==> config.mk <==
export PLATFORM = sky130hd
export DESIGN_NAME = io_bank
export DESIGN_NICKNAME = d
export VERILOG_FILES = /design/src/rtl/io_bank.sv
export SDC_FILE = /design/constraint.sdc
export NUM_CORES = 1
export LEC_CHECK = 0
export CAP_MARGIN = 40
export CORE_AREA = 2 2 94 96
export CTS_CLUSTER_DIAMETER = 200
export DETAILED_ROUTE_END_ITERATION = 7
export DIE_AREA = 0 0 96 98
export MAX_ROUTING_LAYER = met4
export PLACE_DENSITY = 0.84
export SKIP_CTS_REPAIR_TIMING = 1
export SYNTH_ARGS = -nofsm -noshare
export SYNTH_HDL_FRONTEND = slang
export SYNTH_SLANG_ARGS = --single-unit
==> constraint.sdc <==
create_clock -name clb_clk -period 4.3 [get_ports clb_clk]
set_clock_uncertainty 0.05 [all_clocks]
set_input_delay 0.86 -clock clb_clk [delete_from_list [all_inputs] [get_ports clb_clk]]
set_output_delay 0.86 -clock clb_clk [all_outputs]
set_load 0.1 [all_outputs]
==> src/rtl/io_bank.sv <==
// rtl/io_bank.sv - serially configured I/O bank with shadow/active config and per-channel datapath
module io_bank #(
    parameter int CH = 4,
    parameter int W  = 8
) (
    input  logic            clb_clk,
    input  logic            rst_n,
    input  logic            prog_in,
    input  logic            prog_en,
    output logic            prog_out,
    output logic            cfg_valid,
    output logic            cfg_err,
    input  logic [CH*W-1:0] pad_in,
    output logic [CH*W-1:0] pad_out,
    output logic [CH-1:0]   pad_oe,
    input  logic [CH*W-1:0] core_out,
    output logic [CH*W-1:0] core_in
);

    localparam int CFG_LEN = 4 * CH;
    localparam int CNT_W   = $clog2(CFG_LEN + 2);

    localparam logic [CNT_W-1:0] CNT_ONE  = CNT_W'(1);
    localparam logic [CNT_W-1:0] CNT_FULL = CNT_W'(CFG_LEN);
    localparam logic [CNT_W-1:0] CNT_SAT  = CNT_W'(CFG_LEN + 1);

    typedef enum logic [1:0] {
        ST_IDLE   = 2'd0,
        ST_SHIFT  = 2'd1,
        ST_COMMIT = 2'd2
    } state_t;

    state_t               state_q;
    logic [CFG_LEN-1:0]   shadow_q;
    logic [CFG_LEN-1:0]   shadow_d;
    logic [CFG_LEN-1:0]   active_q;
    logic [CNT_W-1:0]     count_q;
    logic [CNT_W-1:0]     count_d;
    logic                 cfg_valid_q;
    logic                 cfg_err_q;

    // Next shadow value is always the one-bit shift; the FSM decides when to take it.
    assign shadow_d = {shadow_q[CFG_LEN-2:0], prog_in};

    // Saturating bit count so an overlong load can never wrap back onto CFG_LEN.
    always_comb begin
        count_d = count_q;
        if (count_q != CNT_SAT) begin
            count_d = count_q + CNT_ONE;
        end
    end

    // Configuration FSM: shifts the chain, counts bits and commits shadow into active.
    always_ff @(posedge clb_clk or negedge rst_n) begin
        if (!rst_n) begin
            state_q     <= ST_IDLE;
            shadow_q    <= '0;
            active_q    <= '0;
            count_q     <= '0;
            cfg_valid_q <= 1'b0;
            cfg_err_q   <= 1'b0;
        end else begin
            case (state_q)
                ST_IDLE: begin
                    if (prog_en) begin
                        state_q  <= ST_SHIFT;
                        shadow_q <= shadow_d;
                        count_q  <= CNT_ONE;
                    end
                end
                ST_SHIFT: begin
                    if (prog_en) begin
                        shadow_q <= shadow_d;
                        count_q  <= count_d;
                    end else begin
                        // Commit happens on the edge that leaves SHIFT; only an exact-length load is accepted.
                        state_q <= ST_COMMIT;
                        if (count_q == CNT_FULL) begin
                            active_q    <= shadow_q;
                            cfg_valid_q <= 1'b1;
                            cfg_err_q   <= 1'b0;
                        end else begin
                            cfg_err_q   <= 1'b1;
                        end
                    end
                end
                ST_COMMIT: begin
                    if (prog_en) begin
                        state_q  <= ST_SHIFT;
                        shadow_q <= shadow_d;
                        count_q  <= CNT_ONE;
                    end else begin
                        state_q  <= ST_IDLE;
                    end
                end
                default: begin
                    state_q <= ST_IDLE;
                end
            endcase
        end
    end

    assign prog_out  = shadow_q[CFG_LEN-1];
    assign cfg_valid = cfg_valid_q;
    assign cfg_err   = cfg_err_q;

    // Per-channel datapath, driven only by the active configuration.
    for (genvar i = 0; i < CH; i++) begin : g_ch
        logic [1:0]   mode;
        logic         reg_en;
        logic         inv;
        logic [W-1:0] src;
        logic [W-1:0] xf;
        logic [W-1:0] f;
        logic [W-1:0] pipe_q;

        assign mode   = active_q[4*i+3 -: 2];
        assign reg_en = active_q[4*i+1];
        assign inv    = active_q[4*i];

        // Input mode samples the pad; every other mode uses the core so loopback and output share one path.
        assign src = (mode == 2'b01) ? pad_in[i*W +: W] : core_out[i*W +: W];
        assign xf  = inv ? ~src : src;
        assign f   = reg_en ? pipe_q : xf;

        // Pipeline flop loads every edge so a later switch to registered mode sees fresh data.
        always_ff @(posedge clb_clk or negedge rst_n) begin
            if (!rst_n) begin
                pipe_q <= '0;
            end else begin
                pipe_q <= xf;
            end
        end

        assign core_in[i*W +: W] = (mode == 2'b01 || mode == 2'b11) ? f : '0;
        assign pad_out[i*W +: W] = (mode == 2'b10) ? f : '0;
        assign pad_oe[i]         = (mode == 2'b10);
    end

endmodule
==> metrics.log, run 1 <==
[metrics] outcome: finished, final reports clean
[metrics] Final #Nets: 560
[metrics] final routed wire length divided by cell count: around 16 um
[metrics] # rows: 34
[metrics] instance area after placement: ~5400 um^2
[metrics] type of destination of the critical path: output port
[metrics] highest-delay cell along the critical path: nor2b_1
[metrics] number of different library cells in the post-synthesis netlist: 34
[metrics] number of enable flip-flop cells after synthesis: 0
[metrics] synthesized area per cell: roughly 11 um^2
[metrics] total number of yosys warnings: 0
[metrics] Bufs on Longest Clock Path: 2
[metrics] number of synthesized register bits: 73
[metrics] Max stage delay on crit path: 0.76 ns
[metrics] DRC violation total after the first TritonRoute iteration: 108
[metrics] Clk Latency, worst-skew pair: about 0.33 ns
[metrics] die area: about 9400 um^2
[metrics] synthesized-area fraction occupied by adder cells: less than 1%
[metrics] Max Fclk: between 200 and 300 MHz
[metrics] overall power after layout: 1.849 mW
[metrics] global route overflow: 0
[metrics] category of cells accounting for the largest share of critical-path delay: simple AND/OR/NAND/NOR gates
[metrics] crit path kind: reg -> out
[metrics] number of CTS-inserted buffers: 9
[metrics] First-pass DRT Iterations: 4
[metrics] Final Critical Period: around 3.5 ns
[metrics] Placer Congestion: 0.8038
[metrics] required time at the worst-slack endpoint: 3.39 ns
[metrics] Vert. Die Dim: roughly 98 um
[metrics] initial core utilization: approximately 47%
[metrics] ordered cell list for the critical path: nor2b_1 -> mux2i_1 -> xor2_1 -> o31ai_2 -> buf_4
[metrics] remaining design rule violation count: 0
[metrics] PortBufs: between 100 and 150
[metrics] layout overhead on the synthesized area: 42.10%
[metrics] Leakage Power: 2.438 nW
[metrics] final-report setup violation count: 0
[metrics] Total Routed Length: between 9000 and 10,000 um
[metrics] share of power burned in registers: 45.7%
[metrics] RSZ-0062 raised after global routing: false
[metrics] Non-Filler Cell Area, Final: between 5000 and 6000 um^2
[metrics] net switching share of the total power: 25.15%
[metrics] htree depth: 3
[metrics] share of the cycle needed by the critical path after routing: approximately four fifths
[metrics] cell internal pwr: approximately 1.4 mW
[metrics] combinational family with the most area after synthesis: multiplexers
[metrics] antenna diode count: 0
[metrics] simple-gate share of the synthesized area: 9.494%
[metrics] ratio of total power to cell area: between 300 and 400 nW/um^2
[metrics] maximum number of pins on one net before global-route repair: 40
[metrics] sum of negative setup slack: 0 ns
[metrics] fill cell count: between 600 and 700
[metrics] complex-gate fraction of the synthesized area: between 10% and 20%
[metrics] post-synthesis instance total: roughly 360
[metrics] fraction of registers with async set/reset: 100.0%
[metrics] worst rel slew slack: between 30% and 40%
[metrics] fraction of layout cells with a size suffix above 1: between 20% and 30%
[metrics] floorplan core area: ~8500 um^2
[metrics] switching component of the power: around 0.47 mW
[metrics] I/O Pins: ~140
[metrics] placed cell count: slightly below 600
[metrics] post-synthesis instance area: about 4000 um^2
[metrics] Primary FF master, synth: dfrtp_1
[metrics] power share of the clock group: 37.0%
[metrics] Clock Tree Root: clkbuf_8
[metrics] maximum net fanout on the critical path: 8
[metrics] post-route insts no fill: 602
[metrics] number of global-route vias before repair: ~3.4k
[metrics] portion of the post-synthesis area used by sequential elements: between 40 and 50%
[metrics] crit path launch type: flip-flop
[metrics] share of the synthesized netlist area taken by xor and xnor gates: 7.433%
[metrics] total track usage: about 22%
[metrics] max capacitance violation total: 0
[metrics] Max Transition Viols Final: 0
[metrics] Via density: around 5.4
[metrics] VDD IR max: ~0.21 mV
[metrics] final antenna-violating net count: 0
[metrics] total buffers and inverters traversed by the critical path: 1
[metrics] Post-Synthesis Net Count: between 400 and 500
[metrics] first-pass GRT wire length: 15,760 um
[metrics] TritonCTS clock tree: yes
[metrics] critical path data arrival time: 2.58 ns
[metrics] width of the die: 96 um
[metrics] min-delay worst type: in -> async
[metrics] transition time of the tightest slew-check pin: a little over 0.9 ns
[metrics] count of endpoints failing hold in the final timing report: 0
[metrics] share of total power in combinational logic: roughly 17%
[metrics] multiplexer fraction of the synthesized cell area: roughly 18%
[metrics] sink count of the clock tree: 73
[metrics] initial antenna violation count: 0
[metrics] Clock Pin Slew Worst Setup and Hold Paths: approximately 0.08 ns
[metrics] vias after detailed routing: 3,227
[metrics] detailed placer's ending HPWL: about 7300 um
## layer usage
metal / wire length [um] / track usage [%] / up-vias
met5: 0 / - / -
met4: 167 / 7.912 / 0
met3: 449 / 2.855 / 15
met2: 5283 / 38.19 / 91
met1: 3843 / 24.95 / 1588
li1: - / - / 1533
## power by group through the flow
stage | Sequential, mW | Clock (mW) | Combinational, mW
final | 0.845 | 0.685 | 0.319
after global routing | 0.858 | 0.725 | 0.343
after CTS | 0.846 | 0.692 | 0.322
after detailed placement | 0.856 | 0 | 0.319
after global placement | 0.849 | 0 | 0.275
after floorplan | 0.868 | 0 | 0.143
## final cells by class
type	instances	area, um^2	share of cell area, %
inverter	14	52.55	0.9231
timing repair buffer	149	1391	24.44
sequential	73	1827	32.09
clock buffer	12	165.2	2.901
clock inverter	4	97.59	1.714
multi-input combinational	242	2024	35.56
tap	108	135.1	2.374
## metrics by stage
step           setup slack, ns  utilization (%)  hold WS (ns)
3_5_place_dp             1.137            64.14        0.4101
6_report                0.8115            67.25        0.4221
5_1_grt                 0.6161            67.25        0.4404
2_1_floorplan           0.1125                -        0.4210
4_1_cts                 0.7712            67.25        0.4248
3_3_place_gp             1.223            62.28        0.3995
## cell usage after synthesis, drive strengths merged (9+ instances only)
cell type	count	area [um^2]
xnor2	28	245.2
nor2b	9	56.30
o2bb2ai	28	245.2
mux2i	33	330.3
a22o	28	245.2
mux2	32	386.6
inv	14	52.55
dfrtp	73	1827
buf	15	81.33
nand3	9	57.56
nand2	32	120.1
clkbuf	12	45.04
## final timing paths
| kind | from | to | slack (ns) | cells after the start |
|---|---|---|---|---|
| setup / recovery | active_q[14] | pad_out[29] | 0.81 | 5 |
| hold / removal | rst_n | g_ch[0].pipe_q[1] | 0.42 | 1 |
| setup reg to reg | active_q[14] | g_ch[3].pipe_q[5] | 2.26 | 4 |
| hold reg to reg | cfg_valid | cfg_valid | 0.43 | 1 |
| max in group asynchronous | rst_n | g_ch[1].pipe_q[0] | 3.21 | 2 |
| min in group clb_clk | cfg_valid | cfg_valid | 0.43 | 1 |
## worst register-to-register path: stages (launching register included)
cell	delay (ns)
dfrtp_1	0.41
nor2b_1	0.76
mux2i_1	0.34
xor2_1	0.29
inv_1	0.08
## sequential cells by signal, summed over array words and instances (netlist names)
name,count
g_ch.pipe_q,32
active_q,16
shadow_q,16
count_q,5
state_q,2
cfg_err,1
cfg_valid,1
## kinds of logic (layout without fill, tap and decap cells)
logic type | count (synthesis) | in the layout
multiplexers | 65 | 65
flip-flops | 73 | 73
buffers and inverters | 41 | 179
AO/OA/AOI/OAI | 68 | 68
XOR/XNOR | 34 | 34
AND/OR/NAND/NOR | 72 | 72
adder cells (fa/ha/maj) | 3 | 3
## layout by cell type, fill, tap and decap left out, types with 7 or more instances in the layout
master           instances
a22o_1                  28
buf_4                   68
clkbuf_8                12
clkdlybuf4s50_1         73
dfrtp_1                 73
inv_1                   14
mux2_2                  20
mux2_4                   7
mux2i_1                 33
nand2_1                 32
nand3_1                  8
nor2b_1                  9
o2bb2ai_1               28
xnor2_1                 28
No activity file was read; power rests on OpenSTA's default activity.
==> run 2: changes to the inputs <==
Settings changed: CORE_AREA 2 2 94 96 to 2 2 97 99, DIE_AREA 0 0 96 98 to 0 0 99 101, PLACE_DENSITY 0.84 to 0.79.
Clock period 4.3 ns to 3.6 ns, I/O delays scaled along.
==> metrics.log, run 2 (synthesis gave the netlist of run 1 again) <==
[metrics] worst rel slew slack: roughly three fifths
[metrics] type of destination of the critical path: output port
[metrics] min-delay worst type: in -> async
[metrics] share of the cycle needed by the critical path after routing: between 70% and 80%
[metrics] largest registers in the final layout: g_ch.pipe_q: 32 flops, active_q: 16 flops, shadow_q: 16 flops
[metrics] met1 Track Usage GR: a little under a quarter
[metrics] fraction of layout cells with a size suffix above 1: about a quarter
[metrics] number of cells on the worst reg-to-reg path: 3
[metrics] highest-delay cell along the critical path: nor2_1
[metrics] I/O Pins: about 140
[metrics] ratio of total power to cell area: 352.4 nW/um^2
[metrics] # rows: 35
[metrics] GRT met2 Usage: a little over a third
[metrics] number of CTS-inserted buffers: 9
[metrics] Clock Tree Root: clkbuf_8
[metrics] worst slack after detailed placement: between 0.7 and 0.8 ns
[metrics] commonest non-fill, non-tap cells in the layout: 73 x dfrtp_1, 69 x clkdlybuf4s50_1, 44 x buf_12, 33 x mux2i_1, 32 x nand2_1
[metrics] Final Critical Period: about 2.9 ns
[metrics] initial core utilization: 44.63%
[metrics] Vert. Die Dim: between 100 and 150 um
[metrics] ordered cell list for the critical path: nand2b_1 -> nor2_1 -> o2bb2ai_1 -> buf_4
[metrics] die area: between 9000 and 10,000 um^2
[metrics] total buffers and inverters traversed by the critical path: 1
[metrics] max capacitance violation total: 0
[metrics] termination of the worst setup path: pad_out[28]
[metrics] Clk Latency, worst-skew pair: ~0.35 ns
[metrics] worst r2r src: state_q[0]
[metrics] category of cells accounting for the largest share of critical-path delay: simple AND/OR/NAND/NOR gates
[metrics] remaining design rule violation count: 0
[metrics] maximum net fanout on the critical path: 10
[metrics] vias after detailed routing: between 3k and 4k
[metrics] width of the die: slightly below 100 um
[metrics] Bufs on Longest Clock Path: 2
[metrics] number of global-route vias before repair: 3,296
[metrics] DRC violation total after the first TritonRoute iteration: approximately 110
[metrics] Final #Nets: about 560
[metrics] crit path kind: reg -> out
[metrics] total track usage: between 20% and 30%
[metrics] met3 Usage GRT: under 10%
[metrics] minimum setup slack among reg-to-reg paths: 1.78 ns
[metrics] sink count of the clock tree: 73
[metrics] First-pass DRT Iterations: 5
[metrics] post-route setup slack: 0.7283 ns
[metrics] maximum number of pins on one net before global-route repair: 39
[metrics] final routed wire length divided by cell count: 15.79 um
[metrics] PortBufs: about 140
[metrics] beginning of the critical path: active_q[14]
[metrics] end of the worst register-to-register path: shadow_q[5]
[metrics] max reg flops: 32
[metrics] layout overhead on the synthesized area: 53.47%
[metrics] required time at the worst-slack endpoint: 2.83 ns
[metrics] Placer Congestion: a little over 0.8
[metrics] Leakage Power: ~2.5 nW
[metrics] Max Fclk: approximately 350 MHz
[metrics] leading cell type in the layout, fill and taps excluded: dfrtp_1
[metrics] VDD IR max: ~0.3 mV
[metrics] Max Transition Viols Final: 0
[metrics] critical path data arrival time: 2.10 ns
[metrics] global route overflow: 0
[metrics] antenna diode count: 0
[metrics] TritonCTS clock tree: yes
[metrics] htree depth: 3
[metrics] floorplan core area: 8977 um^2
[metrics] crit path launch type: flip-flop
[metrics] RSZ-0062 raised after global routing: false
[metrics] count of endpoints failing hold in the final timing report: 0
[metrics] Clock Pin Slew Worst Setup and Hold Paths: about 0.080 ns
[metrics] detailed placer's ending HPWL: 7234 um
[metrics] Via density: roughly 5.4
[metrics] final antenna-violating net count: 0
[metrics] CP Depth: 4
[metrics] Max stage delay on crit path: 0.48 ns
[metrics] final-report setup violation count: 0
[metrics] transition time of the tightest slew-check pin: roughly 0.63 ns
[metrics] most crowded layer after global routing: met2
[metrics] Total Routed Length: roughly 9500 um
[metrics] outcome: finished, final reports clean
[metrics] initial antenna violation count: 0
[metrics] first-pass GRT wire length: ~16,000 um
[metrics] Top reg by flops: g_ch.pipe_q
[metrics] sum of negative setup slack: 0 ns
## run 2: worst min path at each step
stage / to / slack, ns / cells after the start
6_report: state_q[0] / 0.28 / 1
5_1_grt: state_q[0] / 0.32 / 1
4_1_cts: state_q[0] / 0.29 / 1
3_5_place_dp: cfg_valid / 0.41 / 1
3_3_place_gp: cfg_valid / 0.41 / 1
2_1_floorplan: active_q[0] / 0.37 / 0
## run 2: stage by stage
stage                     hold WS [ns]  total power, mW  cells  util [%]  area [um^2]
after detailed placement        0.4060            1.407    587     65.77         5904
after CTS                       0.2945            2.184    603     68.49         6148
after floorplan                 0.3744            1.208    356         -         4026
after global routing            0.3163            2.261    603     68.49         6148
final                           0.2767            2.167    603     68.49         6148
after global placement          0.4096            1.346    583     64.91         5827
## run 2: metal layers
metal,up-vias,wire length [um]
met1,1598,3936
met3,11,487
met2,89,4988
met4,0,111
li1,1530,-
met5,-,0
## run 2: where the power goes
| part | internal, mW | switching [mW] |
|---|---|---|
| Sequential | 0.926 | 0.0825 |
| Clock | 0.478 | 0.300 |
| Combinational | 0.212 | 0.168 |
| Total | 1.62 | 0.550 |
## run 2: cell type report
cell class | count | area [um^2]
clock buffer | 11 | 141.4
clock inverter | 5 | 102.6
fill | 658 | 2829
inverter | 14 | 52.55
multi-input combinational | 242 | 2024
sequential | 73 | 1827
tap | 111 | 138.9
timing repair buffer | 147 | 1862
==> run 3: changes to the inputs <==
Settings changed: CORE_AREA 2 2 97 99 to 2 2 102 104, DIE_AREA 0 0 99 101 to 0 0 104 106, PLACE_DENSITY 0.79 to 0.76.
Clock period 3.6 ns to 2.31 ns, I/O delays scaled along.
==> metrics.log, run 3 (synthesis gave the netlist of run 1 again) <==
[metrics] htree depth: 3
[metrics] commonest non-fill, non-tap cells in the layout: 71 x dfrtp_1, 67 x buf_12, 66 x clkdlybuf4s50_1, 36 x buf_4, 32 x nand2_1
[metrics] I/O Pins: roughly 140
[metrics] die area: approximately 11,000 um^2
[metrics] global route overflow: 0
[metrics] DRC violation total after the first TritonRoute iteration: 76
[metrics] initial antenna violation count: 0
[metrics] ordered cell list for the critical path: nor2b_4 -> buf_12 -> mux2i_4 -> xnor2_2 -> a22o_2 -> buf_12
[metrics] first-pass GRT wire length: 16,720 um
[metrics] maximum number of pins on one net before global-route repair: between 40 and 50
[metrics] maximum net fanout on the critical path: 7
[metrics] Placer Congestion: roughly 0.79
[metrics] TritonCTS clock tree: yes
[metrics] highest-delay cell along the critical path: dfrtp_1
[metrics] net switching share of the total power: 27.89%
[metrics] Max Fclk: 399.9 MHz
[metrics] post-route setup slack: -0.1907 ns
[metrics] sum of negative setup slack: -7.271 ns
[metrics] overall power after layout: approximately 3.3 mW
[metrics] transition time of the tightest slew-check pin: 0.6052 ns
[metrics] number of CTS-inserted buffers: 9
[metrics] Final #Nets: 588
[metrics] largest registers in the final layout: g_ch.pipe_q: 32 flops, active_q: 16 flops, shadow_q: 16 flops
[metrics] worst rel slew slack: around 60%
[metrics] final-report setup violation count: 64
[metrics] crit path launch type: flip-flop
[metrics] required time at the worst-slack endpoint: between 1.5 and 2 ns
[metrics] floorplan core area: between 9000 and 10,000 um^2
[metrics] Clock Pin Slew Worst Setup and Hold Paths: ~0.08 ns
[metrics] Vert. Die Dim: around 110 um
[metrics] number of global-route vias before repair: 3,450
[metrics] leading cell type in the layout, fill and taps excluded: dfrtp_1
[metrics] RSZ-0062 raised after global routing: true
[metrics] fraction of layout cells with a size suffix above 1: 51.92%
[metrics] Via density: roughly 5.2
[metrics] type of destination of the critical path: output port
[metrics] ratio of total power to cell area: ~440 nW/um^2
[metrics] Leakage Power: 2.924 nW
[metrics] remaining design rule violation count: 0
[metrics] Final Critical Period: between 2 and 3 ns
[metrics] fill cell count: roughly 630
[metrics] placed cell count: 633
[metrics] final routed wire length divided by cell count: around 17 um
[metrics] share of the cycle needed by the critical path after routing: 108.3%
[metrics] antenna diode count: 0
[metrics] # rows: 37
[metrics] detailed placer's ending HPWL: around 7700 um
[metrics] share of power burned in registers: between 40% and 50%
[metrics] max reg flops: 32
[metrics] max capacitance violation total: 0
[metrics] critical path data arrival time: between 1.5 and 2 ns
[metrics] Clk Latency, worst-skew pair: 0.34 ns
[metrics] post-route insts no fill: ~660
[metrics] most used cell, CP: buf_12
[metrics] Top reg by flops: g_ch.pipe_q
[metrics] violated checks: negative setup slack
[metrics] final core utilization: 74.82%
[metrics] initial core utilization: about two fifths
[metrics] outcome: complete, but fails checks
[metrics] Total Routed Length: 11,050 um
[metrics] Clock Tree Root: clkbuf_8
[metrics] count of endpoints failing hold in the final timing report: 0
[metrics] share of total power in combinational logic: 19.2%
[metrics] First-pass DRT Iterations: 4
[metrics] final antenna-violating net count: 0
[metrics] switching component of the power: ~0.91 mW
[metrics] Max stage delay on crit path: between 0.4 and 0.5 ns
[metrics] width of the die: 104 um
[metrics] total track usage: about a fifth
[metrics] sink count of the clock tree: 73
[metrics] cell internal pwr: about 2.4 mW
[metrics] VDD IR max: 0.2627 mV
[metrics] Bufs on Longest Clock Path: 2
[metrics] Max Transition Viols Final: 0
[metrics] min-delay worst type: in -> async
[metrics] power share of the clock group: roughly a third
[metrics] crit path kind: reg -> out
[metrics] PortBufs: between 100 and 150
[metrics] layout overhead on the synthesized area: 86.76%
[metrics] vias after detailed routing: 3,403
-- run 3: cell count changes in the layout (fill, tap and decap cells not counted), sizes merged --
cell | previous run | this run
bufinv | 3 | 1
inv | 14 | 11
buf | 78 | 107
clkdlybuf4s50 | 69 | 66
clkinvlp | 1 | 5
clkbuf | 11 | 16
-- run 3: worst paths after layout --
path                         startpoint           endpoint  slack (ns)  cells after the start
setup / recovery           active_q[14]        core_in[28]       -0.19                      6
hold / removal                    rst_n  g_ch[2].pipe_q[6]        0.08                      1
setup reg to reg             count_q[2]        active_q[5]        0.66                      3
hold reg to reg               cfg_valid          cfg_valid        0.45                      1
max in group asynchronous         rst_n  g_ch[0].pipe_q[6]        1.54                      2
min in group clb_clk          cfg_valid          cfg_valid        0.45                      1
-- run 3: area by class of cell --
type	count	area [um^2]	area share, %
clock buffer	12	165.2	2.207
clock inverter	4	50.05	0.6689
inverter	14	63.81	0.8528
multi-input combinational	242	2786	37.24
sequential	73	1829	24.45
tap	136	170.2	2.274
timing repair buffer	177	2417	32.31
-- run 3: through the flow --
stage | instance area (um^2) | setup WS [ns] | hold WS (ns)
after floorplan | 4332 | -0.4438 | 0.1164
after global placement | 6665 | 0.02557 | 0.4146
after detailed placement | 6665 | -0.01861 | 0.4125
after CTS | 6880 | -0.3727 | 0.08226
after global routing | 7482 | -0.2974 | 0.1105
final | 7482 | -0.1907 | 0.07780
-- run 3: critical path, delay by kind of cell, from the launching register on --
kind,cells,cell delay (ns)
buffers and inverters,2,0.34
AND/OR/NAND/NOR,1,0.21
flip-flops,1,0.41
AO/OA/AOI/OAI,1,0.30
multiplexers,1,0.25
XOR/XNOR,1,0.12
-- run 3: routing by layer --
metal | share of wire, % | track usage, %
met1 | 40 | 21.39
met2 | 56 | 34.59
met3 | 4.0 | 4.047
met4 | 0.84 | 6.178
met5 | 0 | -
-- run 3: power groups by stage --
stage          Clock [mW]  Combinational (mW)  Sequential (mW)
5_1_grt              1.15               0.670             1.60
6_report             1.06               0.630             1.58
3_5_place_dp            0               0.569             1.60
3_3_place_gp            0               0.546             1.58
4_1_cts              1.09               0.569             1.57
2_1_floorplan           0               0.280             1.62
